--- src/rtl/keypoint_stream_ctrl.sv ---
// Screens FAST corners by border margin and per-frame cap, queues them in a FWFT FIFO, reports frame stats.
// corner_in -> kp_valid is 1 clk; kp_ready low holds the head, and a full FIFO without a pop drops the keypoint.
module keypoint_stream_ctrl #(
  parameter int IMG_WIDTH  = 1280,
  parameter int IMG_HEIGHT = 720,
  parameter int COORD_W    = 11,
  parameter int BORDER     = 15,
  parameter int MAX_KP     = 1023,
  parameter int FIFO_DEPTH = 16
) (
  input  logic                          clk,
  input  logic                          rst_n,
  input  logic                          vde_in,
  input  logic                          vsync_in,
  input  logic                          corner_in,
  output logic                          kp_valid,
  input  logic                          kp_ready,
  output logic [COORD_W-1:0]            kp_x,
  output logic [COORD_W-1:0]            kp_y,
  output logic                          frame_done,
  output logic                          frame_truncated,
  output logic [$clog2(MAX_KP+1)-1:0]   frame_kp_count,
  output logic [15:0]                   frame_drop_count
);

  localparam int KPC_W = $clog2(MAX_KP+1);
  localparam int AW    = $clog2(FIFO_DEPTH);
  localparam int CNT_W = AW + 1;

  localparam logic [COORD_W-1:0] X_LO   = COORD_W'(BORDER);
  localparam logic [COORD_W-1:0] X_HI   = COORD_W'(IMG_WIDTH - 1 - BORDER);
  localparam logic [COORD_W-1:0] Y_LO   = COORD_W'(BORDER);
  localparam logic [COORD_W-1:0] Y_HI   = COORD_W'(IMG_HEIGHT - 1 - BORDER);
  localparam logic [COORD_W-1:0] X_LAST = COORD_W'(IMG_WIDTH - 1);
  localparam logic [COORD_W-1:0] Y_LAST = COORD_W'(IMG_HEIGHT - 1);
  localparam logic [KPC_W-1:0]   KP_CAP = KPC_W'(MAX_KP);
  localparam logic [CNT_W-1:0]   F_FULL = CNT_W'(FIFO_DEPTH);

  typedef enum logic [1:0] {S_WAIT_SOF, S_ACTIVE, S_EOF} state_t;

  state_t               state_q, state_d;
  logic                 vsync_q;
  logic [COORD_W-1:0]   x_q, x_d, y_q, y_d;
  logic [KPC_W-1:0]     kp_cnt_q, kp_cnt_d, fkc_q, fkc_d;
  logic [15:0]          drop_cnt_q, drop_cnt_d, fdc_q, fdc_d;
  logic                 done_q, done_d, trunc_q, trunc_d;

  logic [2*COORD_W-1:0] mem_q [FIFO_DEPTH];
  logic [AW-1:0]        wr_ptr_q, rd_ptr_q;
  logic [CNT_W-1:0]     cnt_q, cnt_d;
  logic [2*COORD_W-1:0] head;

  logic vsync_rise, pop, push, drop, fifo_full, in_win;

  assign vsync_rise = vsync_in & ~vsync_q;
  assign kp_valid   = (cnt_q != '0);
  assign pop        = kp_valid & kp_ready;
  assign fifo_full  = (cnt_q == F_FULL);
  assign in_win     = (x_q >= X_LO) && (x_q <= X_HI) && (y_q >= Y_LO) && (y_q <= Y_HI);

  always_comb begin
    state_d    = state_q;
    x_d        = x_q;
    y_d        = y_q;
    kp_cnt_d   = kp_cnt_q;
    drop_cnt_d = drop_cnt_q;
    done_d     = 1'b0;
    trunc_d    = trunc_q;
    fkc_d      = fkc_q;
    fdc_d      = fdc_q;
    push       = 1'b0;
    drop       = 1'b0;
    case (state_q)
      S_WAIT_SOF: begin
        if (vsync_rise) begin
          x_d = '0; y_d = '0; kp_cnt_d = '0; drop_cnt_d = '0;
          state_d = S_ACTIVE;
        end
      end
      S_ACTIVE: begin
        if (vsync_rise) begin
          // Early vsync closes the old frame; this cycle's pixel belongs to neither frame.
          done_d = 1'b1; trunc_d = 1'b1;
          fkc_d = kp_cnt_q; fdc_d = drop_cnt_q;
          x_d = '0; y_d = '0; kp_cnt_d = '0; drop_cnt_d = '0;
        end else if (vde_in) begin
          if (corner_in && in_win) begin
            if (kp_cnt_q == KP_CAP)      drop = 1'b1;
            else if (fifo_full && !pop)  drop = 1'b1;
            else                         push = 1'b1;
          end
          if (push) kp_cnt_d = kp_cnt_q + KPC_W'(1);
          if (drop && drop_cnt_q != 16'hFFFF) drop_cnt_d = drop_cnt_q + 16'd1;
          if (x_q == X_LAST) begin
            x_d = '0;
            if (y_q == Y_LAST) begin
              done_d = 1'b1; trunc_d = 1'b0;
              fkc_d = kp_cnt_d; fdc_d = drop_cnt_d;
              state_d = S_EOF;
            end else begin
              y_d = y_q + COORD_W'(1);
            end
          end else begin
            x_d = x_q + COORD_W'(1);
          end
        end
      end
      S_EOF: begin
        if (vsync_rise) begin
          x_d = '0; y_d = '0; kp_cnt_d = '0; drop_cnt_d = '0;
          state_d = S_ACTIVE;
        end else begin
          state_d = S_WAIT_SOF;
        end
      end
      default: state_d = S_WAIT_SOF;
    endcase
  end

  always_comb begin
    cnt_d = cnt_q;
    case ({push, pop})
      2'b10:   cnt_d = cnt_q + CNT_W'(1);
      2'b01:   cnt_d = cnt_q - CNT_W'(1);
      default: cnt_d = cnt_q;
    endcase
  end

  always_ff @(posedge clk) begin
    if (!rst_n) begin
      state_q    <= S_WAIT_SOF;
      vsync_q    <= 1'b0;
      x_q        <= '0;
      y_q        <= '0;
      kp_cnt_q   <= '0;
      drop_cnt_q <= '0;
      done_q     <= 1'b0;
      trunc_q    <= 1'b0;
      fkc_q      <= '0;
      fdc_q      <= '0;
      wr_ptr_q   <= '0;
      rd_ptr_q   <= '0;
      cnt_q      <= '0;
    end else begin
      state_q    <= state_d;
      vsync_q    <= vsync_in;
      x_q        <= x_d;
      y_q        <= y_d;
      kp_cnt_q   <= kp_cnt_d;
      drop_cnt_q <= drop_cnt_d;
      done_q     <= done_d;
      trunc_q    <= trunc_d;
      fkc_q      <= fkc_d;
      fdc_q      <= fdc_d;
      cnt_q      <= cnt_d;
      if (push) wr_ptr_q <= wr_ptr_q + AW'(1);
      if (pop)  rd_ptr_q <= rd_ptr_q + AW'(1);
    end
  end

  // Storage needs no reset: the head is masked until cnt_q says it holds data.
  always_ff @(posedge clk) begin
    if (push) mem_q[wr_ptr_q] <= {y_q, x_q};
  end

  assign head             = mem_q[rd_ptr_q];
  assign kp_x             = kp_valid ? head[COORD_W-1:0] : '0;
  assign kp_y             = kp_valid ? head[2*COORD_W-1:COORD_W] : '0;
  assign frame_done       = done_q;
  assign frame_truncated  = trunc_q;
  assign frame_kp_count   = fkc_q;
  assign frame_drop_count = fdc_q;

endmodule

--- config.mk ---
export PLATFORM = sky130hd
export DESIGN_NAME = keypoint_stream_ctrl
export DESIGN_NICKNAME = d
export VERILOG_FILES = /design/src/rtl/keypoint_stream_ctrl.sv
export SDC_FILE = /design/constraint.sdc
export NUM_CORES = 1
export LEC_CHECK = 0
export ABC_AREA = 1
export CAP_MARGIN = 20
export CORE_ASPECT_RATIO = 0.75
export CORE_MARGIN = 8
export CORE_UTILIZATION = 55
export CTS_BUF_LIST = sky130_fd_sc_hd__clkbuf_8
export DETAILED_ROUTE_END_ITERATION = 6
export GPL_ROUTABILITY_DRIVEN = 0
export PLACE_DENSITY = 0.78
export SLEW_MARGIN = 20
export SYNTH_ARGS = -nofsm -noshare
export SYNTH_HDL_FRONTEND = slang
export SYNTH_SLANG_ARGS = --single-unit
--- constraint.sdc ---
create_clock -name clk -period 3.81 [get_ports clk]
set_input_delay 0.9525 -clock clk [delete_from_list [all_inputs] [get_ports clk]]
set_output_delay 0.9525 -clock clk [all_outputs]
set_load 0.01 [all_outputs]
* After elaboration in Yosys (flattened, before gate mapping)
Memory sizes are Yosys's and may differ from the RTL's. A register that Yosys moved wholly into a read port is not among the register bits.
Index checks and enable logic that the tools add are counted.
** Storage, ports and cells
- Logic and storage cells :: 132
- Memory bits (writable) :: 352
- Output and inout port bits :: 51
- Memories :: 1
- Flip-flop bits (word level) :: 92
** Cells by class
- Eq/ne operators :: 18
- Mux-type cells :: 65
- Reduce and logical (&&, ||, !) cells :: 20
- Bitwise operators :: 3
- $add $sub $neg :: 8
- Magnitude comparators :: 4
** Memory list
- mem_q :: depth 16, bits a word 22, read ports 1, clocked after memory_dff 1, write ports 1, RTL line 48 : logic [2*COORD_W-1:0] mem_q [FIFO_DEPTH];
** Operators by type and width (number)
- 16-bit 2-to-1 mux :: 8
- 11-bit 2-to-1 mux :: 10
- 10-bit 2-to-1 mux :: 8
- 11-bit case mux with 2 select lines :: 2
- 16-bit case mux with 2 select lines :: 1
- 1-bit 2-to-1 mux :: 26
- 11-bit by 1-bit adder with 11-bit output (second input constant) :: 2
- 11-bit by 4-bit >= comparator with 1-bit output (second input constant) :: 2
- 10-bit case mux with 2 select lines :: 1
- 16-bit by 1-bit adder with 16-bit output (second input constant) :: 1
- 16-bit inequality test (second input constant) :: 1
- 11-bit by 10-bit equality test with 1-bit output (second input constant) :: 1
- 11-bit equality test (second input constant) :: 1
- 11-bit by 10-bit <= comparator with 1-bit output (second input constant) :: 1
- 11-bit <= comparator (second input constant) :: 1
- 10-bit by 1-bit adder with 10-bit output (second input constant) :: 1
- 10-bit equality test (second input constant) :: 1
- 2-bit 2-to-1 mux :: 5
- 2-bit inequality test (second input constant) :: 5
- 5-bit case mux with 2 select lines :: 1
- 5-bit AND reduction :: 2
- 2-bit nonzero test :: 5
- 3-bit inequality test (second input constant) :: 3
- 4-bit by 1-bit adder with 4-bit output (second input constant) :: 2
- other kinds (18) :: 27

* Depth between registers and ports, before layout
Gate-level depths: netlist of run 1.
- Depth in word-level cells :: 16
- Mapped depth :: 21

* Worst setup path after synthesis of run 1
No wires, ideal clock.
- Kind :: input -> register
- From :: input port vsync_in
- To :: memory mem_q[11][0] (netlist bit), enable pin
- Data required time :: 3.409 ns
- Arrival :: 2.702 ns
- Stages :: 8
- Setup slack :: 0.707 ns
- Cells stage by stage :: inv_1 > nor2_1 > buf_2 > nor3_1 > nand2_1 > nor2_4 > nand2_1 > nor2_1
** On the way
- Longest elaborated chain between the ends :: 5
** Ends and longest elaborated chain
- from (decl) :: RTL line 14 : input logic vsync_in,
- 1-bit AND :: RTL line 55 : assign vsync_rise = vsync_in & ~vsync_q;
- 1-bit 2-to-1 mux :: RTL line 81 : if (vsync_rise) begin
- 1-bit 2-to-1 mux :: RTL line 73 : case (state_q)
- 1-bit 2-to-1 mux :: RTL line 163 : if (push) mem_q[wr_ptr_q] <= {y_q, x_q};
- 1-bit 2-to-1 mux (not written as such) :: RTL line 163
- to (decl) :: RTL line 48
Every way passes these cells.

==> impl_summary.txt, run 1 <==
----------------------------------------------------
[Synth]
  Net Count, Synth ... 1,750
  Count of unique library cells instantiated by Yosys ... 43
  Yosys Warn Count ... 0
  Share of the synthesized area in the top cell type ... 0.558
  Number of storage elements in the synthesis netlist ... 448
  Async set or reset register ratio after synthesis ... 0
  Number of instances in the synthesized netlist ... 1,729
  Syn avg cell area ... 11.0 um^2
  Count of flip-flops with a built-in enable after synthesis ... 352
  Portion of the post-synthesis area used by sequential elements ... 0.660
  Most used DFF post-synth ... edfxtp_1
  Post-synthesis cell type with the largest combined area ... edfxtp_1
  Mapped cell area ... 18,900 um^2
  Top post-synthesis cells by area ... edfxtp_1 56%, dfxtp_1 10%, o21ai_0 5.9%

[CTS]
  TritonCTS buffer count ... 71
  Clock insertion delay at the later pin of the skew report ... 0.60 ns
  Clock-pin slew of the registers on the worst-case setup and hold paths ... 0.06 ns
  CTS sink count ... 448
  Clock Tree Root ... clkbuf_8
  Clock tree from TritonCTS ... built
  Number of hold-repair buffers added at the cts stage ... 0
  H-tree levels ... 3
  Largest buffer count on any clock path ... 3

[Cells and area]
  Antenna cell count ... 0
  Fraction of final layout cells sized beyond drive strength 1 ... 0.121
  Final design instance area without fill ... 21,900 um^2
  Most frequent standard cell in the layout excluding fill and tap cells ... edfxtp_1
  Final Util ... 0.639
  Most frequent cells in the layout ... 352 x edfxtp_1, 253 x nor2_1, 225 x o21ai_0
  Non-filler cells, final ... 2,341
  Number of nets in the layout ... 1,853
  Synthesis-to-layout area growth ... 15.7%

[Route]
  Total via count after detailed routing ... 14,400
  Residual DRC ... 0
  Average wire per standard cell ... 21.4 um
  Final antenna-violating net count ... 0
  Post-detailed-routing wire length ... 50.2 mm
  Via count normalized by instance count ... 6.17
  First DRT Iteration DRCs ... 1,853
  Pre-antenna DRT Iters ... 6

[Power]
  Maximum ir drop on the vdd rail ... 0.000310 V
  Power Dens Cells ... 572 nW/um^2
  Leakage component of the power ... 7.55 nW

[Worst setup path]
  CP most frequent cell ... nor2_1
  Max stage delay cell, worst path ... clkdlybuf4s50_1
  Startpoint of the worst-slack reg-to-reg timing path ... x_q[0]$_SDFFE_PN0P_
  Biggest cell delay along the critical path ... 0.59 ns
  Required time of the critical path ... 2.86 ns
  Worst-path cell chain ... clkinv_8 -> buf_16 -> nor2_1 -> o22ai_1 -> nor2_1 -> nor2_1 -> o21ai_0 -> a21oi_2 -> clkdlybuf4s50_1
  Data arrival time of the worst path ... 2.77 ns
  Setup crit end kind ... output port
  Top fanout value on the critical path ... 25
  Start-to-end type of the worst setup path ... flip-flop to output port
  Category of the worst setup path launch point ... flip-flop

[Place]
  Port Buffers ... 56
  Number of placed instances with taps included ... 2,208
  Post-Place Cell Area ... 20,400 um^2
  Placed wire-length estimate ... 27.9 mm

[Die]
  Total I/O pin count ... 57
  X dimension of the die ... 230 um
  Initial Util ... 0.552
  Core area ... 34,300 um^2
  Count of standard-cell rows ... 59
  Die ar. ... 40,700 um^2
  Die height ... 177 um

[Status]
  Status ... finished, final reports clean

[STA]
  Max-slew headroom ... 0.565
  Period utilization ... 0.978
  Unrepaired setup endpoints after global routing ... yes
  Setup-failing EPs final ... 0
  Hold slack ... 0.474 ns
  Final sum of negative setup slack ... 0 ns
  Max Clock Skew ... 0.0238 ns
  Final critical path time including I/O delays and setup ... 3.73 ns
  Final count of pins violating max slew ... 0
  Hold Violations, Final ... 0
  Slew of the pin with the lowest slew margin ... 0.653 ns
  Peak clock frequency supported by timing ... 268 MHz

[Global route]
  Wire length of the first global-routing pass ... 76.6 mm
  Via count of the first global-routing pass ... 13,900
  Met1 global-route usage ... 0.320
  M3 GR Usage ... 0.0449
  Global routing met2 resource utilization ... 0.376
  Most used routing layer ... met2
  Initial antenna violation count ... 0
  Global routing usage summed across all routing layers ... 0.237
  Total global routing overflow ... 0
  Largest net degree at the start of global routing ... 67

[Worst hold path]
  Worst hold path startpoint ... frame_truncated$_SDFFE_PN0P_
  Worst min path class ... flip-flop to flip-flop

[Flow run]
  Number of max-cap violations ... 0

----------------------------------------------------
cell type report:
| type | instances | area (um^2) |
|---|---|---|
| Tap cell | 457 | 572 |
| Inverter | 91 | 363 |
| Clock inverter | 50 | 224 |
| Fill cell | 2526 | 12400 |
| Sequential cell | 448 | 12500 |
| Timing Repair Buffer | 139 | 1530 |
| Multi-Input combinational cell | 1081 | 5700 |
| Clock buffer | 75 | 1030 |
logic make-up after synthesis:
kind of cell,Yosys count,share of synthesized area
buffers and inverters,200,0.0430
and+or+nand+nor,595,0.139
xor gates and xnor gates,26,0.0120
AOI/OAI and AO/OA,445,0.136
DFF,448,0.660
adders and majority gates,15,0.00991
where the power goes:
part | internal, mW | total (mW) | leakage (nW) | switching (mW)
Combinational | 1.34 | 3.48 | 2.74 | 2.14
Clock | 1.83 | 3.68 | 0.725 | 1.85
Sequential | 5.28 | 5.38 | 4.09 | 0.105
critical path, delay by kind of cell, from the launching register on:
kind                   cells  cell delay, ns
AOI/OAI and AO/OA          3            0.53
buffers and inverters      3            0.93
DFF                        1            0.41
and+or+nand+nor            3            0.28
Yosys cell counts, types with 6 or more instances:
cell type    n
o22ai_1     23
clkbuf_1    74
nor2_2       6
dfxtp_1     96
a21oi_1     89
xor2_1      22
o21ai_1     11
nand2_1    143
nor3_1      11
a22oi_1     19
o21ai_0    225
nand3_1     77
edfxtp_1   352
ha_1        15
o221ai_1    66
nor2_1     269
nand4_1     68
buf_1        9
inv_1       85
buf_2       19
metal layers:
layer,wire length [um],up-vias
met5,0,-
met4,1450,0
met3,4870,123
met2,23500,826
met1,20400,6971
li1,-,6517
through the flow:
| step | power, mW | setup slack [ns] |
|---|---|---|
| after floorplan | 7.37 | 0.707 |
| after global placement | 8.53 | 0.295 |
| after detailed placement | 8.61 | 0.251 |
| after CTS | 12.3 | -0.0472 |
| after global routing | 13.1 | -0.0442 |
| final | 12.5 | 0.0842 |
state kept, by name, summed over array words and instances, names as in the netlist, named ones only:
signal            cells
mem_q               352
drop_cnt_q           16
frame_drop_count     16
frame_kp_count       10
kp_cnt_q             10
vsync_q               1
frame_truncated       1
x_q                  11
frame_done            1
rd_ptr_q              4
y_q                  11
state_q               2
cnt_q                 5
wr_ptr_q              4
path summary, 6_finish.rpt:
kind / to / slack [ns] / cells past startpoint
setup / recovery: kp_y[5] / 0.08 / 9
hold / removal: frame_truncated$_SDFFE_PN0P_ / 0.47 / 2
setup reg to reg: cnt_q[4]$_SDFFE_PN0P_ / 0.47 / 21
hold reg to reg: frame_truncated$_SDFFE_PN0P_ / 0.47 / 2
what timing repair did:
action                                  in CTS  in global routing
cloned                                       0                  3
setup buffers                                0                  5
pin swaps                                    0                  2
gates resized for setup                     11                 24
endpoints found under the setup margin      20                 21
No activity file was read; power rests on OpenSTA's default activity.
==> run 2: changes to the inputs <==
--- a/config.mk
+++ b/config.mk
@@ -8,12 +8,13 @@
 export ABC_AREA = 1
 export CAP_MARGIN = 20
 export CORE_ASPECT_RATIO = 0.75
-export CORE_MARGIN = 8
+export CORE_MARGIN = 1.5
 export CORE_UTILIZATION = 55
 export CTS_BUF_LIST = sky130_fd_sc_hd__clkbuf_8
 export DETAILED_ROUTE_END_ITERATION = 6
 export GPL_ROUTABILITY_DRIVEN = 0
 export PLACE_DENSITY = 0.78
+export SKIP_LAST_GASP = 1
 export SLEW_MARGIN = 20
 export SYNTH_ARGS = -nofsm -noshare
 export SYNTH_HDL_FRONTEND = slang
==> constraint.sdc (replaced) <==
create_clock -name clk -period 3.66 [get_ports clk]
set_input_delay 0.915 -clock clk [delete_from_list [all_inputs] [get_ports clk]]
set_output_delay 0.915 -clock clk [all_outputs]
set_load 0.01 [all_outputs]
==> run 2 against run 1 <==
- wire length up 5.3%
- cell count hardly changed
- flip-flop and latch count stayed put
- register-to-register slack got worse by 0.09 ns
- first-iteration DRC count rose by 19%
- global-route usage rose by 4.8 points
- worst setup slack got worse by 0.098 ns
- the flow now finishes with violations (negative setup slack)
- sequential share of layout area shrank 0.71 points
- clock power rose by 2%
- hold slack better by 0.014 ns
==> impl_summary.txt, run 2 (same netlist as run 1, synthesis figures left out) <==
----------------------------------------------------
[CTS]
  CTS sink count ... 448
  Clock insertion delay at the later pin of the skew report ... 0.59 ns
  H-tree levels ... 3
  Clock-pin slew of the registers on the worst-case setup and hold paths ... 0.06 ns
  Number of hold-repair buffers added at the cts stage ... 0
  Clock tree from TritonCTS ... built
  Clock Tree Root ... clkbuf_8
  TritonCTS buffer count ... 68
  Largest buffer count on any clock path ... 3

[Global route]
  Initial antenna violation count ... 0
  Wire length of the first global-routing pass ... 77.4 mm
  Total global routing overflow ... 0
  Global routing usage summed across all routing layers ... 0.286
  Largest net degree at the start of global routing ... 63
  Via count of the first global-routing pass ... 13,800

[Worst setup path]
  Top fanout value on the critical path ... 10
  Required time of the critical path ... 2.74 ns
  Category of the worst setup path launch point ... flip-flop
  Data arrival time of the worst path ... 2.76 ns
  Start-to-end type of the worst setup path ... flip-flop to output port
  Setup crit end kind ... output port

[Status]
  Violations in the final reports ... negative setup slack
  Status ... complete, but fails checks

[Cells and area]
  Synthesis-to-layout area growth ... 17.2%
  Most frequent cells in the layout ... 352 x edfxtp_1, 253 x nor2_1, 225 x o21ai_0
  Final design instance area without fill ... 22,200 um^2
  Fraction of final layout cells sized beyond drive strength 1 ... 0.122
  Antenna cell count ... 0
  Flip-flop count of the largest register after layout ... 352
  Number of nets in the layout ... 1,861
  Largest register by flop count ... mem_q
  Most frequent standard cell in the layout excluding fill and tap cells ... edfxtp_1
  Final Util ... 0.658

[Route]
  Final antenna-violating net count ... 0
  Residual DRC ... 0
  Via count normalized by instance count ... 6.32
  Total via count after detailed routing ... 14,800
  Average wire per standard cell ... 22.6 um
  Post-detailed-routing wire length ... 52.9 mm
  Pre-antenna DRT Iters ... 6
  First DRT Iteration DRCs ... 2,198

[Power]
  Leakage component of the power ... 7.74 nW
  Power Dens Cells ... 602 nW/um^2
  Maximum ir drop on the vdd rail ... 0.000317 V
  Pwr Total ... 13.4 mW

[STA]
  Slew of the pin with the lowest slew margin ... 0.708 ns
  Final sum of negative setup slack ... -0.0138 ns
  Hold Violations, Final ... 0
  Period utilization ... 1.00
  Max-slew headroom ... 0.528
  Setup-failing EPs final ... 1
  Final critical path time including I/O delays and setup ... 3.67 ns
  Max Clock Skew ... 0.0191 ns
  Worst setup margin ... -0.0138 ns
  Unrepaired setup endpoints after global routing ... yes
  Peak clock frequency supported by timing ... 272 MHz
  Final count of pins violating max slew ... 0

[Die]
  Initial Util ... 0.561
  X dimension of the die ... 217 um
  Die ar. ... 35,600 um^2
  Core area ... 33,700 um^2
  Die height ... 164 um
  Total I/O pin count ... 57
  Count of standard-cell rows ... 58

[Place]
  Placed wire-length estimate ... 27.6 mm
  Port Buffers ... 56
  Post-Place Cell Area ... 20,500 um^2

[Flow run]
  Number of max-cap violations ... 0

[Worst hold path]
  Worst min path class ... flip-flop to flip-flop

----------------------------------------------------
run 2: changes by cell type in the layout (fill, tap and decap cells not counted), moves of 3 or more:
cell,delta
buf_12,+9
buf_4,-8
buf_6,+3
clkdlybuf4s50_1,-6
dlymetal6s2s_1,+5
run 2: final timing paths:
check	start	endpoint	slack (ns)	depth (start not counted)
max	flip-flop	kp_y[9]	-0.01	10
max reg2reg	x_q[3]$_SDFFE_PN0P_	cnt_q[4]$_SDFFE_PN0P_	0.38	19
min	x_q[7]$_SDFFE_PN0P_	x_q[7]$_SDFFE_PN0P_	0.49	2
min reg2reg	x_q[7]$_SDFFE_PN0P_	x_q[7]$_SDFFE_PN0P_	0.49	2
run 2: worst max-delay path: stages (launching register included):
cell and delay (ns):
dfxtp_4 0.37, buf_6 0.16, buf_4 0.16, inv_8 0.11, o21ai_0 0.11, o22ai_1 0.18, nor2_1 0.08, nor2_1 0.09
o21ai_0 0.10, a21oi_2 0.22, clkdlybuf4s50_1 0.57
run 2: what timing repair did:
item / in CTS / in global routing
buffers inserted: 2 / 10
setup endpoints to repair: 22 / 20
pin swaps: 0 / 1
cloned: 3 / 7
resized for setup: 18 / 20
run 2: area by class of cell:
| class | instances | area, um^2 |
|---|---|---|
| timing repair inverter | 2 | 22.5 |
| sequential | 448 | 12500 |
| clock buffer | 75 | 1030 |
| fill | 2411 | 11600 |
| clock inverter | 45 | 178 |
| tap | 450 | 563 |
| timing repair buffer | 148 | 1830 |
| inverter | 91 | 373 |
| multi-input combinational | 1081 | 5700 |
run 2: layer usage:
metal	share of wire	vias to the layer above	wire (um)	track usage
met5	0	-	0	0
met4	0.032	0	1700	0.113
met3	0.12	157	6460	0.0576
met2	0.46	1069	24300	0.453
met1	0.39	7023	20400	0.390
li1	-	6532	-	-
run 2: where the power goes:
part           switching [mW]  total [mW]  internal, mW
clock network            1.89        3.76          1.87
logic                    2.44        4.03          1.59
registers              0.0853        5.58          5.49
run 2: metrics by stage:
step	hold slack, ns	std cells	setup WS, ns
CTS	0.490	2323	-0.0323
global route	0.508	2340	-0.0740
floorplan	0.452	1729	0.595
finish	0.488	2340	-0.0138
detailed placement	0.480	2198	0.233
global placement	0.463	2198	0.292
==> run 3: changes to the inputs <==
--- a/config.mk
+++ b/config.mk
@@ -6,6 +6,7 @@
 export NUM_CORES = 1
 export LEC_CHECK = 0
 export ABC_AREA = 1
+export ABC_CLOCK_PERIOD_IN_PS = 4000
 export CAP_MARGIN = 20
 export CORE_ASPECT_RATIO = 0.75
 export CORE_MARGIN = 1.5
==> constraint.sdc (replaced) <==
create_clock -name clk -period 4 [get_ports clk]
set_input_delay 1 -clock clk [delete_from_list [all_inputs] [get_ports clk]]
set_output_delay 1 -clock clk [all_outputs]
set_load 0.01 [all_outputs]
==> run 3 against run 2 <==
- the run now ends clean
- clock power shrank 5%
- combinational power down 19%
- cell count shrank 0.68%
- clock-buffer cell count down 3
- die area did not move
- clock skew is 0.015 ns higher
- critical path depth is 1 lower
- register-to-register slack better by 0.20 ns
- worst setup slack better by 0.11 ns
- largest cell class unchanged
- highest routed layer unchanged
==> impl_summary.txt, run 3 (same netlist as run 1, synthesis figures left out) <==
----------------------------------------------------
[STA]
  Slew of the pin with the lowest slew margin ... 0.699 ns
  Hold Violations, Final ... 0
  Setup-failing EPs final ... 0
  Final critical path time including I/O delays and setup ... 3.90 ns
  Peak clock frequency supported by timing ... 256 MHz
  Max-slew headroom ... 0.534
  Max Clock Skew ... 0.0342 ns
  Worst setup margin ... 0.0966 ns
  Final sum of negative setup slack ... 0 ns
  Final count of pins violating max slew ... 0
  Period utilization ... 0.976
  Hold slack ... 0.478 ns

[Cells and area]
  Synthesis-to-layout area growth ... 14.6%
  Number of nets in the layout ... 1,842
  Fill cell total of the finished layout ... 2,400
  Most frequent cells in the layout ... 352 x edfxtp_1, 253 x nor2_1, 225 x o21ai_0
  Antenna cell count ... 0
  Most frequent standard cell in the layout excluding fill and tap cells ... edfxtp_1
  Fraction of final layout cells sized beyond drive strength 1 ... 0.115
  Largest register by flop count ... mem_q
  Flip-flop count of the largest register after layout ... 352

[Global route]
  Via count of the first global-routing pass ... 13,700
  Largest net degree at the start of global routing ... 73
  Total global routing overflow ... 0
  Initial antenna violation count ... 0
  Global routing usage summed across all routing layers ... 0.279
  Wire length of the first global-routing pass ... 75.5 mm

[CTS]
  Number of hold-repair buffers added at the cts stage ... 0
  H-tree levels ... 3
  Clock Tree Root ... clkbuf_8
  Clock tree from TritonCTS ... built
  Clock insertion delay at the later pin of the skew report ... 0.61 ns
  CTS sink count ... 448
  Clock-pin slew of the registers on the worst-case setup and hold paths ... 0.06 ns
  TritonCTS buffer count ... 68
  Largest buffer count on any clock path ... 3

[Flow run]
  Number of max-cap violations ... 0

[Worst setup path]
  Setup crit end kind ... output port
  Biggest cell delay along the critical path ... 0.58 ns
  Worst-path cell chain ... buf_12 -> buf_4 -> nor2_1 -> o22ai_1 -> nor2_1 -> nor2_1 -> o21ai_0 -> a21oi_1 -> clkdlybuf4s50_1
  Data arrival time of the worst path ... 2.90 ns
  Start-to-end type of the worst setup path ... flip-flop to output port
  Max stage delay cell, worst path ... clkdlybuf4s50_1
  Category of the worst setup path launch point ... flip-flop
  Required time of the critical path ... 3.00 ns
  Top fanout value on the critical path ... 45
  Top Family by Delay on Critical Path ... buffers and inverters
  CP most frequent cell ... nor2_1
  Count of buffer and inverter cells on the critical path ... 3

[Route]
  Top layer used by detailed routing ... met4
  First DRT Iteration DRCs ... 1,933
  Detail Route met2 WL ... 23.4 mm
  Routed length on met1 ... 19.9 mm
  Average wire per standard cell ... 21.7 um
  Residual DRC ... 0
  Post-detailed-routing wire length ... 50.5 mm
  Routed met3 length ... 5.66 mm
  Pre-antenna DRT Iters ... 6
  Final antenna-violating net count ... 0
  Via count normalized by instance count ... 6.19
  Total via count after detailed routing ... 14,400

[Power]
  Maximum ir drop on the vdd rail ... 0.000349 V
  Power Dens Cells ... 551 nW/um^2
  Pwr Total ... 12.0 mW
  Leakage component of the power ... 7.43 nW

[Die]
  Core area ... 33,700 um^2
  Count of standard-cell rows ... 58
  X dimension of the die ... 217 um
  Die ar. ... 35,600 um^2
  Die height ... 164 um
  Total I/O pin count ... 57
  Initial Util ... 0.561

[Status]
  Status ... finished, final reports clean

[Place]
  Pre-CTS setup slack ... 0.323 ns
  Port Buffers ... 56
  Placed wire-length estimate ... 27.8 mm

[Worst hold path]
  Worst min path class ... flip-flop to flip-flop

----------------------------------------------------
-- run 3: what timing repair did --
item | CTS | global route
cloned | 0 | 3
setup buffers | 1 | 2
resized for setup | 6 | 6
setup endpoints to repair | 19 | 14
hold endpoints to repair | 0 | 0
-- run 3: path summary, 6_finish.rpt --
kind,slack (ns),startpoint,cells after the start,to
max reg2reg,0.58,x_q[3]$_SDFFE_PN0P_,19,cnt_q[4]$_SDFFE_PN0P_
min reg2reg,0.48,state_q[0]$_SDFFE_PN0P_,2,state_q[0]$_SDFFE_PN0P_
min,0.48,state_q[0]$_SDFFE_PN0P_,2,state_q[0]$_SDFFE_PN0P_
max,0.1,flip-flop,9,kp_x[0]
-- run 3: tightest hold or removal path, cell delays in order, from the launching register on --
cell	delay (ns)
dfxtp_1	0.32
nand2_1	0.06
a21oi_1	0.05
-- run 3: routing by layer --
metal	vias up	track usage
met5	-	0
met4	0	0.115
met3	124	0.0652
met2	900	0.440
met1	6876	0.375
li1	6483	-
-- run 3: area by class of cell --
| type | count | area (um^2) | area share |
|---|---|---|---|
| multi-input cells | 1081 | 5690 | 0.262 |
| clock buffers | 72 | 991 | 0.0457 |
| repair buffers | 131 | 1320 | 0.0606 |
| clock inverters | 51 | 292 | 0.0134 |
| inverters | 91 | 352 | 0.0162 |
| well taps | 450 | 563 | 0.0259 |
| flip-flops and latches | 448 | 12500 | 0.576 |
-- run 3: where the power goes --
part | internal (mW) | total [mW] | switching, mW
clock network | 1.82 | 3.58 | 1.76
logic | 1.23 | 3.25 | 2.02
registers | 5.02 | 5.13 | 0.110
-- run 3: stage by stage --
| stage | instances | util | area (um^2) |
|---|---|---|---|
| 2_1_floorplan | 1729 | - | 18900 |
| 3_3_place_gp | 2195 | 0.600 | 20300 |
| 3_5_place_dp | 2195 | 0.600 | 20300 |
| 4_1_cts | 2319 | 0.640 | 21600 |
| 5_1_grt | 2324 | 0.643 | 21700 |
| 6_report | 2324 | 0.643 | 21700 |
